--- src/rtl/tile_match_pkg.sv ---
// Shared types and helpers for the tile-matching round controller.
package tile_match_pkg;

  localparam int TILE_IDX_W  = 4;
  localparam int COLOR_W_DEF = 4;

  localparam logic [2:0] ST_IDLE        = 3'd0;
  localparam logic [2:0] ST_WAIT_FIRST  = 3'd1;
  localparam logic [2:0] ST_HOLD_FIRST  = 3'd2;
  localparam logic [2:0] ST_WAIT_SECOND = 3'd3;
  localparam logic [2:0] ST_SHOW_BOTH   = 3'd4;
  localparam logic [2:0] ST_RESOLVE     = 3'd5;
  localparam logic [2:0] ST_DONE        = 3'd6;

  typedef enum logic [2:0] {
    S_IDLE        = ST_IDLE,
    S_WAIT_FIRST  = ST_WAIT_FIRST,
    S_HOLD_FIRST  = ST_HOLD_FIRST,
    S_WAIT_SECOND = ST_WAIT_SECOND,
    S_SHOW_BOTH   = ST_SHOW_BOTH,
    S_RESOLVE     = ST_RESOLVE,
    S_DONE        = ST_DONE
  } state_e;

  // Two-digit BCD increment that sticks at 99.
  function automatic logic [7:0] bcd2_inc_sat(input logic [7:0] bcd);
    if (bcd == 8'h99)       return 8'h99;
    if (bcd[3:0] == 4'd9)   return {bcd[7:4] + 4'd1, 4'd0};
    return {bcd[7:4], bcd[3:0] + 4'd1};
  endfunction

endpackage

--- src/rtl/round_timer.sv ---
// Loadable down-counter shared by all timed states; expire is high while the count is 0.
module round_timer #(
  parameter int CNT_W = 8
) (
  input  logic             clk,
  input  logic             rst_n,
  input  logic             load,
  input  logic [CNT_W-1:0] load_val,
  output logic             expire
);

  logic [CNT_W-1:0] count;

  // NOTE: sequential state uses non-blocking assignments so every flop samples pre-edge values.
  always_ff @(posedge clk or negedge rst_n) begin
    if (!rst_n)              count <= '0;
    else if (load)           count <= load_val;
    else if (count != '0)    count <= count - 1'b1;
  end

  assign expire = (count == '0);

endmodule

--- src/rtl/match_round_controller.sv ---
// Sequences one tile-matching round: picks, settle/reveal timing, compare, BCD move count.
// Optional build macro PICK_TIMEOUT_EN adds a second-pick timeout in WAIT_SECOND.
module match_round_controller
  import tile_match_pkg::*;
#(
  parameter int NUM_TILES      = 10,
  parameter int COLOR_W        = COLOR_W_DEF,
  parameter int SETTLE_CYCLES  = 25_000_000,
  parameter int SHOW_CYCLES    = 100_000_000,
  parameter int TIMEOUT_CYCLES = 500_000_000
) (
  input  logic                         CLOCK_50,
  input  logic                         resetn,
  input  logic                         start,
  input  logic                         quit,
  input  logic                         pick_valid,
  input  logic [TILE_IDX_W-1:0]        pick_idx,
  output logic                         pick_ready,
  input  logic [NUM_TILES*COLOR_W-1:0] tile_colors,
  output logic [NUM_TILES-1:0]         matched_mask,
  output logic [NUM_TILES-1:0]         shown_mask,
  output logic [COLOR_W-1:0]           first_color,
  output logic [COLOR_W-1:0]           second_color,
  output logic                         show_first,
  output logic                         show_second,
  output logic [7:0]                   moves_bcd,
  output logic                         match_pulse,
  output logic                         miss_pulse,
  output logic                         reject_pulse,
  output logic                         game_over,
  output logic [2:0]                   state_dbg
);

  localparam int MAX_SS  = (SETTLE_CYCLES > SHOW_CYCLES) ? SETTLE_CYCLES : SHOW_CYCLES;
  localparam int MAX_CYC = (TIMEOUT_CYCLES > MAX_SS) ? TIMEOUT_CYCLES : MAX_SS;
  localparam int CNT_W   = $clog2(MAX_CYC + 1);

  // The timer loads N-1 on entry so the state lasts N cycles; 0 collapses to 1.
  localparam logic [CNT_W-1:0] SETTLE_LOAD = CNT_W'((SETTLE_CYCLES > 1) ? SETTLE_CYCLES - 1 : 0);
  localparam logic [CNT_W-1:0] SHOW_LOAD   = CNT_W'((SHOW_CYCLES > 1) ? SHOW_CYCLES - 1 : 0);
`ifdef PICK_TIMEOUT_EN
  localparam logic [CNT_W-1:0] TMO_LOAD    = CNT_W'((TIMEOUT_CYCLES > 1) ? TIMEOUT_CYCLES - 1 : 0);
`endif

  // Out-of-range indices shift the single bit off the top and yield an empty mask.
  function automatic logic [NUM_TILES-1:0] tile_bit(input logic [TILE_IDX_W-1:0] idx);
    return NUM_TILES'(1) << idx;
  endfunction

  state_e                  state, state_nxt;
  logic [TILE_IDX_W-1:0]   first_idx, second_idx;
  logic [NUM_TILES-1:0]    pick_oh, resolved_mask;
  logic [COLOR_W-1:0]      pick_color;
  logic                    pick_fire, pick_illegal, colors_equal;
  logic                    timer_load, timer_expire;
  logic [CNT_W-1:0]        timer_val;
  logic                    accept_first, accept_second, do_resolve, timed_out, new_game;

  assign pick_ready   = (state == S_WAIT_FIRST) || (state == S_WAIT_SECOND);
  assign pick_fire    = pick_valid && pick_ready;
  assign pick_oh      = tile_bit(pick_idx);
  assign pick_color   = tile_colors[int'(pick_idx)*COLOR_W +: COLOR_W];
  assign pick_illegal = (pick_oh == '0) || (|(pick_oh & matched_mask)) ||
                        ((state == S_WAIT_SECOND) && (pick_idx == first_idx));
  assign colors_equal  = (first_color == second_color);
  assign resolved_mask = matched_mask |
                         (colors_equal ? (tile_bit(first_idx) | tile_bit(second_idx)) : '0);

  // NOTE: every combinational output gets a default first so no latch is inferred.
  always_comb begin
    state_nxt     = state;
    timer_load    = 1'b0;
    timer_val     = '0;
    accept_first  = 1'b0;
    accept_second = 1'b0;
    do_resolve    = 1'b0;
    timed_out     = 1'b0;
    new_game      = 1'b0;
    if (quit) begin
      state_nxt = S_IDLE;
    end else begin
      unique case (state)
        S_IDLE, S_DONE: if (start) begin
          state_nxt = S_WAIT_FIRST;
          new_game  = 1'b1;
        end
        S_WAIT_FIRST: if (pick_fire && !pick_illegal) begin
          state_nxt    = S_HOLD_FIRST;
          accept_first = 1'b1;
          timer_load   = 1'b1;
          timer_val    = SETTLE_LOAD;
        end
        S_HOLD_FIRST: if (timer_expire) begin
          state_nxt = S_WAIT_SECOND;
`ifdef PICK_TIMEOUT_EN
          timer_load = 1'b1;
          timer_val  = TMO_LOAD;
`endif
        end
        S_WAIT_SECOND: begin
          if (pick_fire && !pick_illegal) begin
            state_nxt     = S_SHOW_BOTH;
            accept_second = 1'b1;
            timer_load    = 1'b1;
            timer_val     = SHOW_LOAD;
          end
`ifdef PICK_TIMEOUT_EN
          else if (timer_expire && !pick_fire) begin
            state_nxt = S_WAIT_FIRST;
            timed_out = 1'b1;
          end
`endif
        end
        S_SHOW_BOTH: if (timer_expire) state_nxt = S_RESOLVE;
        S_RESOLVE: begin
          do_resolve = 1'b1;
          state_nxt  = (resolved_mask == '1) ? S_DONE : S_WAIT_FIRST;
        end
        default: state_nxt = S_IDLE;
      endcase
    end
  end

  // NOTE: all control and datapath registers are reset so outputs are defined straight out of reset.
  always_ff @(posedge CLOCK_50 or negedge resetn) begin
    if (!resetn) begin
      state        <= S_IDLE;
      first_idx    <= '0;
      second_idx   <= '0;
      first_color  <= '0;
      second_color <= '0;
      show_first   <= 1'b0;
      show_second  <= 1'b0;
      matched_mask <= '0;
      moves_bcd    <= 8'h00;
      reject_pulse <= 1'b0;
    end else begin
      state        <= state_nxt;
      reject_pulse <= pick_fire && pick_illegal && !quit;
      if (quit) begin
        show_first   <= 1'b0;
        show_second  <= 1'b0;
        matched_mask <= '0;
      end else begin
        if (new_game) begin
          matched_mask <= '0;
          moves_bcd    <= 8'h00;
          show_first   <= 1'b0;
          show_second  <= 1'b0;
        end
        if (accept_first) begin
          first_idx   <= pick_idx;
          first_color <= pick_color;
          show_first  <= 1'b1;
        end
        if (accept_second) begin
          second_idx   <= pick_idx;
          second_color <= pick_color;
          show_second  <= 1'b1;
        end
        if (do_resolve) begin
          moves_bcd    <= bcd2_inc_sat(moves_bcd);
          matched_mask <= resolved_mask;
          show_first   <= 1'b0;
          show_second  <= 1'b0;
        end
        if (timed_out) begin
          moves_bcd  <= bcd2_inc_sat(moves_bcd);
          show_first <= 1'b0;
        end
      end
    end
  end

  round_timer #(.CNT_W(CNT_W)) u_timer (
    .clk      (CLOCK_50),
    .rst_n    (resetn),
    .load     (timer_load),
    .load_val (timer_val),
    .expire   (timer_expire)
  );

  assign shown_mask  = matched_mask | (show_first  ? tile_bit(first_idx)  : '0)
                                    | (show_second ? tile_bit(second_idx) : '0);
  assign match_pulse = do_resolve && colors_equal;
  assign miss_pulse  = (do_resolve && !colors_equal) || timed_out;
  assign game_over   = (state == S_DONE);
  assign state_dbg   = state;

endmodule

--- config.mk ---
export PLATFORM = sky130hd
export DESIGN_NAME = match_round_controller
export DESIGN_NICKNAME = d
export VERILOG_FILES = /design/src/rtl/tile_match_pkg.sv /design/src/rtl/round_timer.sv /design/src/rtl/match_round_controller.sv
export SDC_FILE = /design/constraint.sdc
export NUM_CORES = 1
export LEC_CHECK = 0
export CAP_MARGIN = 20
export CELL_PAD_IN_SITES_DETAIL_PLACEMENT = 0
export CELL_PAD_IN_SITES_GLOBAL_PLACEMENT = 1
export CORE_MARGIN = 2
export CORE_UTILIZATION = 40
export CTS_CLUSTER_DIAMETER = 100
export CTS_CLUSTER_SIZE = 12
export DETAILED_ROUTE_END_ITERATION = 16
export GPL_TIMING_DRIVEN = 0
export PLACE_DENSITY_LB_ADDON = 0.08
export SKIP_CTS_REPAIR_TIMING = 1
export SYNTH_ARGS = -nofsm -noshare
export SYNTH_HDL_FRONTEND = slang
export SYNTH_HIERARCHICAL = 1
export SYNTH_SLANG_ARGS = --single-unit
export TNS_END_PERCENT = 10
--- constraint.sdc ---
create_clock -name CLOCK_50 -period 3.3 [get_ports CLOCK_50]
set_clock_uncertainty 0.2 [all_clocks]
set_input_delay 0.33 -clock CLOCK_50 [delete_from_list [all_inputs] [get_ports CLOCK_50]]
set_output_delay 0.33 -clock CLOCK_50 [all_outputs]
set_load 0.03 [all_outputs]
==> results of run 1 <==
## stage by stage
stage	utilization [%]	hold WS, ns	setup WS, ns
after floorplan	-	-0.1656	0.2967
after global placement	50.79	0.3021	-1.085
after detailed placement	51.13	-0.07069	-0.7954
after CTS	54.11	-0.4225	-0.4533
after global routing	54.42	0.1474	0.009873
final	54.42	0.1446	0.1416
## synth_stat cells, drive strengths merged, types with 4 or more instances
master	instances	share of area, %
a21oi	29	3.1
nor2	38	3.0
o21ai	44	4.7
nand3	10	1.1
and2	5	0.67
nor3	9	1.3
a31oi	5	0.67
and3	4	0.53
inv	16	1.3
nand2b	10	1.3
dfrtp	69	37
nor4	18	4.1
mux4	9	4.3
clkbuf	17	1.4
buf	8	1.1
or4	7	1.4
nor3b	6	1.3
o22ai	10	1.3
xnor2	18	3.4
ha	6	1.6
mux2i	10	2.1
o31ai	5	0.80
mux2	19	5.1
or2	6	0.80
nand3b	5	0.80
xor2	9	1.7
o221ai	4	0.75
nand4	7	1.1
nand2	64	5.2
o31a	6	1.1
## worst paths after layout
| kind | start | to | slack, ns | cells after the start |
|---|---|---|---|---|
| max | second_color[1]$_DFFE_PN0P_ | match_pulse | 0.14 | 6 |
| min | resetn | matched_mask[3]$_DFFE_PN0P_ | 0.14 | 2 |
| max reg2reg | state_dbg[1]$_DFFE_PN0P_ | u_timer/count[16]$_DFFE_PN0P_ | 0.35 | 8 |
| min reg2reg | moves_bcd[7]$_DFFE_PN0P_ | moves_bcd[7]$_DFFE_PN0P_ | 0.31 | 1 |
| max in group asynchronous | resetn | matched_mask[8]$_DFFE_PN0P_ | 2.23 | 3 |
| min in group CLOCK_50 | moves_bcd[7]$_DFFE_PN0P_ | moves_bcd[7]$_DFFE_PN0P_ | 0.31 | 1 |
## routing by layer
| layer | wire (um) | share of wire [%] | vias to the layer above | GRT usage [%] |
|---|---|---|---|---|
| li1 | - | - | 2099 | - |
| met2 | 6304 | 46 | 169 | 34.42 |
| met3 | 1078 | 7.9 | 11 | 6.048 |
| met1 | 6154 | 45 | 2091 | 30.80 |
| met4 | 136 | 0.99 | 0 | 7.073 |
| met5 | 0 | 0 | - | 0 |
## placed cells by master, fill, tap and decap left out, drive strengths merged, types with 9 or more instances in the layout
cell / count
a21oi: 29
buf: 11
clkbuf: 29
clkdlybuf4s50: 91
dfrtp: 69
inv: 16
mux2: 19
mux2i: 10
mux4: 9
nand2: 64
nand2b: 10
nand3: 10
nor2: 38
nor3: 9
nor4: 18
o21ai: 44
o22ai: 10
xnor2: 18
xor2: 9
## flip-flops by register name, summed over array words and instances (netlist names)
signal         flops
second_idx         4
matched_mask      10
show_second        1
state_dbg          3
u_timer/count     29
second_color       4
reject_pulse       1
first_idx          4
first_color        4
show_first         1
moves_bcd          8
## cell type report
type / instances / area (um^2) / area share (%)
multi-input combinational: 405 / 2844 / 45.57
inverter: 17 / 63.81 / 1.022
timing repair buffer: 95 / 963.4 / 15.44
sequential: 69 / 1727 / 27.67
buffer: 25 / 122.6 / 1.965
tap: 143 / 178.9 / 2.867
clock buffer: 12 / 246.5 / 3.949
clock inverter: 4 / 95.09 / 1.524
## cells by family (layout without fill, tap and decap cells)
kind of cell               count (synthesis)  after routing  synth area share [%]
other                                      1              7               0.07975
DFF                                       69             69                 36.72
and+or+nand+nor                          201            201                 24.59
xor gates and xnor gates                  27             27                 5.029
adders and majority gates                  6              6                 1.597
AOI/OAI and AO/OA                        126            126                 16.61
muxes                                     38             38                 11.55
buffers and inverters                     42            153                 3.832
## worst max-delay path: stages, from the launching register on
cell	delay, ns
dfrtp_1	0.40
xor2_1	0.18
nor4_2	0.53
buf_2	0.34
nand2_1	0.08
inv_1	0.10
clkdlybuf4s50_1	0.69
## power by group
group	internal, mW	switching, mW
Clock	0.758	0.352
Combinational	0.575	0.662
Sequential	1.03	0.267
Total	2.37	1.28
==> run metrics, run 1 <==
port bufs=92; DP Area=0.005863 mm^2; Vias per Instance=5.675; Cells after Synth=510; Critical Path Fanout Max=10; post-DP HPWL=10010 um; routed len/inst=17.76 um; antenna diode count=0; total power=3.647 mW; DR pass1 iterations=4; core area=0.01147 mm^2; async set-reset flop share out of synthesis=100.0%; clock period minus worst slack=3.158 ns; Critical Path AT=2.63 ns; power per cell area=584.4 mW/mm^2; clock sink count=69; top_reg_cell synth=dfrtp_1; slew margin rel.=54.09%; CTS tree=built; routability cong.=0.8562; Final ANT Viol Nets=0; Total Routing Usage GR=22.34%; IO Pins=95; WL final=13670 um; Post-synth EDFFs=0; synthesized area per cell=9.220 um^2; Yosys reg bits=69; sequential share of the synthesized area=36.72%; # placed instances=753; leakage dissipation=2.509 nW; worst slew pin tran=0.6830 ns; count of final setup violators=0; via count=4370; critical path class=register to primary output; CP Capture Type=primary output; DIE WIDTH=112.4 um; nets=677; num rows=39; Min-Delay Path Class=input pin to asynchronous set/reset pin; Max Cap Viol=0; H-tree levels=3; CP required=2.77 ns; initial antenna violation count=0; vias in the first global route=4407; Slew Viols, Final=0; DR DRC count=0; die height=112.4 um; VDD IR max=0.3824 mV; DIE AREA=0.01264 mm^2; area delta synth->final=32.73%; CP Launch Type=register; largest net degree at the start of global routing=69; status=finished clean; Root Driver=clkbuf_16; Setup TNS=0 ns; post-route clock period utilization=95.71%; fillers=1059; share of cells above drive strength 1=13.56%; Starting Density=41.00%; RSZ-0062 raised after global routing=no; synthesized area=0.004702 mm^2; initial drt markers=322; TritonCTS buffer count=9; CTS clk-pin slew, worst paths=0.06 ns; synth unique cells=67; endpoints failing hold=0; Syn. warnings=6; fin cells=770; Max Fclk=0.3166 GHz; first-pass GRT wire length=22670 um; GRT overflow=0; Longest Clk Path Bufs=2; Clock Latency Late Sink=0.32 ns; final instance area=0.006241 mm^2
Power figures use the tool's default switching activity.
==> run 2: changes to the inputs <==
- CTS_BUF_LIST: not set -> sky130_fd_sc_hd__clkbuf_8 sky130_fd_sc_hd__clkbuf_16
==> run metrics, run 2 (synthesis results as in run 1) <==
VDD IR max=0.3824 mV (about the same); Vias per Instance=5.686 (+0.18%); leakage dissipation=2.517 nW (+0.33%); vias in the first global route=4407 (unchanged); initial antenna violation count=0 (unchanged); num rows=39 (unchanged); post-DP HPWL=10010 um (unchanged); WL final=13640 um (-0.23%); Setup WS pre-CTS=-0.7954 ns (unchanged); Max Cap Viol=0 (unchanged); clock period minus worst slack=3.151 ns (-0.007140 ns); fin cells=770 (unchanged); Top Registers=u_timer/count: 29 flops, matched_mask: 10 flops, moves_bcd: 8 flops; CP required=3.31 ns (+0.54 ns); share of cells above drive strength 1=13.56% (unchanged); core area=0.01147 mm^2 (unchanged); Max Fclk=0.3173 GHz (+0.23%); total power=3.642 mW (-0.15%); endpoints failing hold=0 (unchanged); Largest register FFs=29 (unchanged); routability cong.=0.8562 (unchanged); fillers=1059 (unchanged); Final ANT Viol Nets=0 (unchanged); routed len/inst=17.72 um (-0.23%); hold_ws=0.1443 ns (-0.0003460 ns); area delta synth->final=32.73% (unchanged); Reg with most FFs=u_timer/count; Setup WS post-layout=0.1487 ns (+0.007140 ns); Clock Latency Late Sink=0.32 ns (about the same); critical path class=input pin to register; first-pass GRT wire length=22670 um (unchanged); Longest Clk Path Bufs=2 (unchanged); Root Driver=clkbuf_16; GRT overflow=0 (unchanged); die height=112.4 um (unchanged); CTS clk-pin slew, worst paths=0.06 ns (about the same); TritonCTS buffer count=9 (unchanged); nets=677 (unchanged); Starting Density=41.00% (unchanged); antenna diode count=0 (unchanged); largest net degree at the start of global routing=69 (unchanged); DR DRC count=0 (unchanged); initial drt markers=321 (-0.31%); port bufs=92 (unchanged); slew margin rel.=53.76% (-0.32 points); most common cell after layout, fill and taps aside=clkdlybuf4s50_1; clock sink count=69 (unchanged); Min-Delay Path Class=input pin to asynchronous set/reset pin; Critical Path Fanout Max=10 (unchanged); Slowest cell on crit path=clkdlybuf4s50_1; count of final setup violators=0 (unchanged); CP Capture Type=register; Cell Chain, Critical Path=clkdlybuf4s50_1 -> clkinv_1 -> a31oi_1 -> a221o_1 -> nor4_4 -> inv_1 -> clkbuf_1 -> mux2_2; power per cell area=583.6 mW/mm^2 (-0.15%); Total Routing Usage GR=22.34% (unchanged); CTS tree=built; post-route clock period utilization=95.49% (-0.22 points); IO Pins=95 (unchanged); DIE AREA=0.01264 mm^2 (unchanged); DP Area=0.005863 mm^2 (unchanged); RSZ-0062 raised after global routing=no; worst slew pin tran=0.6878 ns (+0.004807 ns); Critical Path Max Stage Delay=0.64 ns (-0.05 ns); Slew Viols, Final=0 (unchanged); most frequent cells in the layout=clkdlybuf4s50_1 (91), dfrtp_1 (69), nand2_1 (63); final instance area=0.006241 mm^2 (unchanged); status=finished clean; Critical Path AT=3.16 ns (+0.53 ns); via count=4378 (+0.18%); H-tree levels=3 (unchanged); DR pass1 iterations=4 (unchanged); DIE WIDTH=112.4 um (unchanged); CP Launch Type=input pin; # placed instances=753 (unchanged)
[run 2: cell count changes in the layout (fill, tap and decap cells not counted), sizes merged]
| cell | before | now |
|---|---|---|
| clkbuf | 29 | 27 |
| inv | 16 | 18 |
[run 2: worst paths after layout]
| check | to | slack [ns] | cells after the start | start |
|---|---|---|---|---|
| worst max-delay path | u_timer/count[16]$_DFFE_PN0P_ | 0.15 | 8 | pick_idx[3] |
| worst min-delay path | matched_mask[3]$_DFFE_PN0P_ | 0.14 | 2 | resetn |
| worst max register to register | u_timer/count[16]$_DFFE_PN0P_ | 0.36 | 8 | state_dbg[1]$_DFFE_PN0P_ |
| worst min register to register | moves_bcd[7]$_DFFE_PN0P_ | 0.31 | 1 | moves_bcd[7]$_DFFE_PN0P_ |
| max in group asynchronous | matched_mask[8]$_DFFE_PN0P_ | 2.23 | 3 | resetn |
| min in group CLOCK_50 | moves_bcd[7]$_DFFE_PN0P_ | 0.31 | 1 | moves_bcd[7]$_DFFE_PN0P_ |
[run 2: layout make-up]
cell class | instances | area [um^2] | share of cell area (%)
plain buffers | 25 | 122.6 | 1.965
clock buffers | 10 | 239.0 | 3.829
clock inverters | 6 | 102.6 | 1.644
inverters | 17 | 63.81 | 1.022
multi-input cells | 405 | 2844 | 45.57
flip-flops and latches | 69 | 1727 | 27.67
well taps | 143 | 178.9 | 2.867
repair buffers | 95 | 963.4 | 15.44
[run 2: metrics by stage]
step	utilization, %	TNS [ns]
after CTS	54.11	-7.602
final	54.42	0
after detailed placement	51.13	-16.78
after global routing	54.42	0
after floorplan	-	0
after global placement	50.79	-75.10
[run 2: routing by layer]
metal / share of wire, % / up-vias / track usage (%) / wire length [um]
met3: 7.4 / 13 / 6.048 / 1013
li1: - / 2102 / - / -
met4: 1.1 / 0 / 7.073 / 155
met5: 0 / - / 0 / 0
met1: 46 / 2111 / 30.80 / 6211
met2: 46 / 152 / 34.42 / 6261
[run 2: worst max-delay path: cells and delay by family]
family          cells  cell delay [ns]
buf+inv             4             1.57
compound gates      2             0.76
mux                 1             0.40
simple gates        1             0.09
[run 2: where the power goes]
part           internal, mW  switching [mW]
Clock                 0.752           0.354
Combinational         0.575           0.661
Sequential             1.03           0.267
Total                  2.36            1.28
==> run 3: changes to the inputs <==
- CELL_PAD_IN_SITES_DETAIL_PLACEMENT: 0 -> not set
- CELL_PAD_IN_SITES_GLOBAL_PLACEMENT: 1 -> not set
- CORE_UTILIZATION: 40 -> 52
==> run metrics, run 3 (synthesis results as in run 1) <==
vias in the first global route=4312 (-2.2%); CTS tree=built; routed len/inst=17.41 um (-1.7%); RSZ-0062 raised after global routing=yes; Largest register FFs=29 (unchanged); slew margin rel.=41.32% (-12 points); Slew Viols, Final=0 (unchanged); R2R cell count=8 (unchanged); WL final=12780 um (-6.3%); antenna diode count=0 (unchanged); Slowest cell on crit path=clkdlybuf4s50_1; num rows=34 (-13%); clock sink count=69 (unchanged); Critical Path Max Stage Delay=0.54 ns (-0.10 ns); DIE AREA=0.009819 mm^2 (-22%); status=finished clean; Top Registers=u_timer/count: 29 flops, matched_mask: 10 flops, moves_bcd: 8 flops; Critical Path AT=3.18 ns (+0.02 ns); most frequent cells in the layout=clkdlybuf4s50_1 (91), dfrtp_1 (69), nand2_1 (63); CP Launch Type=input pin; DIE WIDTH=99.09 um (-12%); area delta synth->final=28.61%; Starting Density=53.66% (+13 points); critical path class=input pin to register; TritonCTS buffer count=9 (unchanged); power per cell area=548.2 mW/mm^2 (-6.1%); Comb pwr share=37.3% (+3.4 points); Longest Clk Path Bufs=2 (unchanged); share of cells above drive strength 1=13.10% (-0.46 points); Root Driver=clkbuf_8; Clock Latency Late Sink=0.34 ns (+0.02 ns); Critical Path Fanout Max=10 (unchanged); Total Routing Usage GR=26.83% (+4.5 points); Setup WS post-layout=0.1403 ns (-0.008436 ns); initial antenna violation count=0 (unchanged); Reg2Reg Capture Point=u_timer/count[11]$_DFFE_PN0P_; DR DRC count=0 (unchanged); first-pass GRT wire length=21290 um (-6.1%); DR pass1 iterations=5 (+1); count of final setup violators=0 (unchanged); internal power=2.053 mW (-13%); die height=99.09 um (-12%); CP required=3.32 ns (about the same); Critical Path End=u_timer/count[11]$_DFFE_PN0P_; post-route clock period utilization=95.75% (+0.26 points); via count=4433 (+1.3%); nets=676 (-0.15%); fin cells=734 (-4.7%); Min-Delay Path Class=register to register; Max Cap Viol=0 (unchanged); largest net degree at the start of global routing=70 (+1.4%); DP Area=0.005792 mm^2 (-1.2%); CP Capture Type=register; Max Fclk=0.3165 GHz (-0.27%); CTS clk-pin slew, worst paths=0.08 ns (+0.02 ns); initial drt markers=275 (-14%); core area=0.008763 mm^2 (-24%); post-DP HPWL=9322 um (-6.9%); final instance area=0.006047 mm^2 (-3.1%); endpoints failing hold=0 (unchanged); Setup WS pre-CTS=-0.5988 ns (+0.1966 ns); Reg power frac=39.2% (+3.5 points); Cell Chain, Critical Path=clkdlybuf4s50_1 -> nor2b_1 -> a31oi_1 -> a221o_1 -> nor4_2 -> inv_1 -> clkbuf_1 -> a311o_1; Vias per Instance=6.040 (+6.2%); IO Pins=95 (unchanged); VDD IR max=0.2764 mV (-28%); clock share of power=23.5% (-6.9 points); port bufs=92 (unchanged); most common cell after layout, fill and taps aside=clkdlybuf4s50_1; worst slew pin tran=0.8801 ns (+0.1923 ns); Worst Setup SP=pick_idx[3]; sw power=1.262 mW (-1.5%); switching portion of total power=38.07% (+2.9 points); leakage dissipation=2.437 nW (-3.2%); reg2reg start=state_dbg[1]$_DFFE_PN0P_; Reg with most FFs=u_timer/count; Final ANT Viol Nets=0 (unchanged); reg2reg setup slack=0.19 ns (-0.17 ns); routability cong.=0.8850 (+3.4%); clock period minus worst slack=3.160 ns (+0.008436 ns); H-tree levels=3 (unchanged); # placed instances=717 (-4.8%); GRT overflow=0 (unchanged); total power=3.315 mW (-9.0%); fillers=726 (-31%)
==> run 3: cell type report <==
type | instances | area, um^2 | share of cell area, %
Timing Repair Buffer | 94 | 935.9 | 15.48
Tap cell | 108 | 135.1 | 2.235
Inverter | 17 | 63.81 | 1.055
Clock buffer | 10 | 137.6 | 2.276
Buffer | 25 | 121.4 | 2.007
Clock inverter | 6 | 87.58 | 1.448
Multi-Input combinational cell | 405 | 2839 | 46.95
Sequential cell | 69 | 1727 | 28.55
==> run 3: per-stage QoR <==
step / TNS [ns] / utilization [%] / hold WS (ns)
after floorplan: 0 / - / -0.1656
after global placement: -61.11 / 65.96 / 0.2961
after detailed placement: -11.31 / 66.09 / 0.3010
after CTS: -3.141 / 68.66 / -0.06116
after global routing: -0.1451 / 69.00 / 0.3398
final: 0 / 69.00 / 0.3237
==> run 3: worst min-delay path by stage <==
stage | endpoint | depth (start not counted) | slack, ns | startpoint
2_1_floorplan | first_color[0]$_DFFE_PN0P_ | 0 | -0.17 | resetn
6_report | moves_bcd[7]$_DFFE_PN0P_ | 1 | 0.32 | moves_bcd[7]$_DFFE_PN0P_
4_1_cts | u_timer/count[17]$_DFFE_PN0P_ | 1 | -0.06 | resetn
3_3_place_gp | moves_bcd[7]$_DFFE_PN0P_ | 1 | 0.30 | moves_bcd[7]$_DFFE_PN0P_
3_5_place_dp | moves_bcd[3]$_DFFE_PN0P_ | 1 | 0.30 | moves_bcd[3]$_DFFE_PN0P_
5_1_grt | moves_bcd[3]$_DFFE_PN0P_ | 1 | 0.34 | moves_bcd[3]$_DFFE_PN0P_
==> run 3: layer usage <==
metal  routed length (um)  GRT usage [%]
met1                 5960          38.65
met2                 5947          41.89
met3                  709          4.146
met4                  163          8.746
met5                    0              0
==> run 3: power by group through the flow <==
stage | combinational, mW | sequential, mW | clock [mW]
floorplan | 0.858 | 1.29 | 0
global placement | 1.17 | 1.29 | 0
detailed placement | 1.20 | 1.31 | 0
CTS | 1.21 | 1.29 | 0.788
global route | 1.35 | 1.33 | 0.823
finish | 1.24 | 1.30 | 0.778
==> run 3: worst max-delay path: cells and delay by family <==
family                 cells  cell delay (ns)
AO/OA/AOI/OAI              3             0.99
buffers and inverters      3             1.04
AND/OR/NAND/NOR            2             0.81
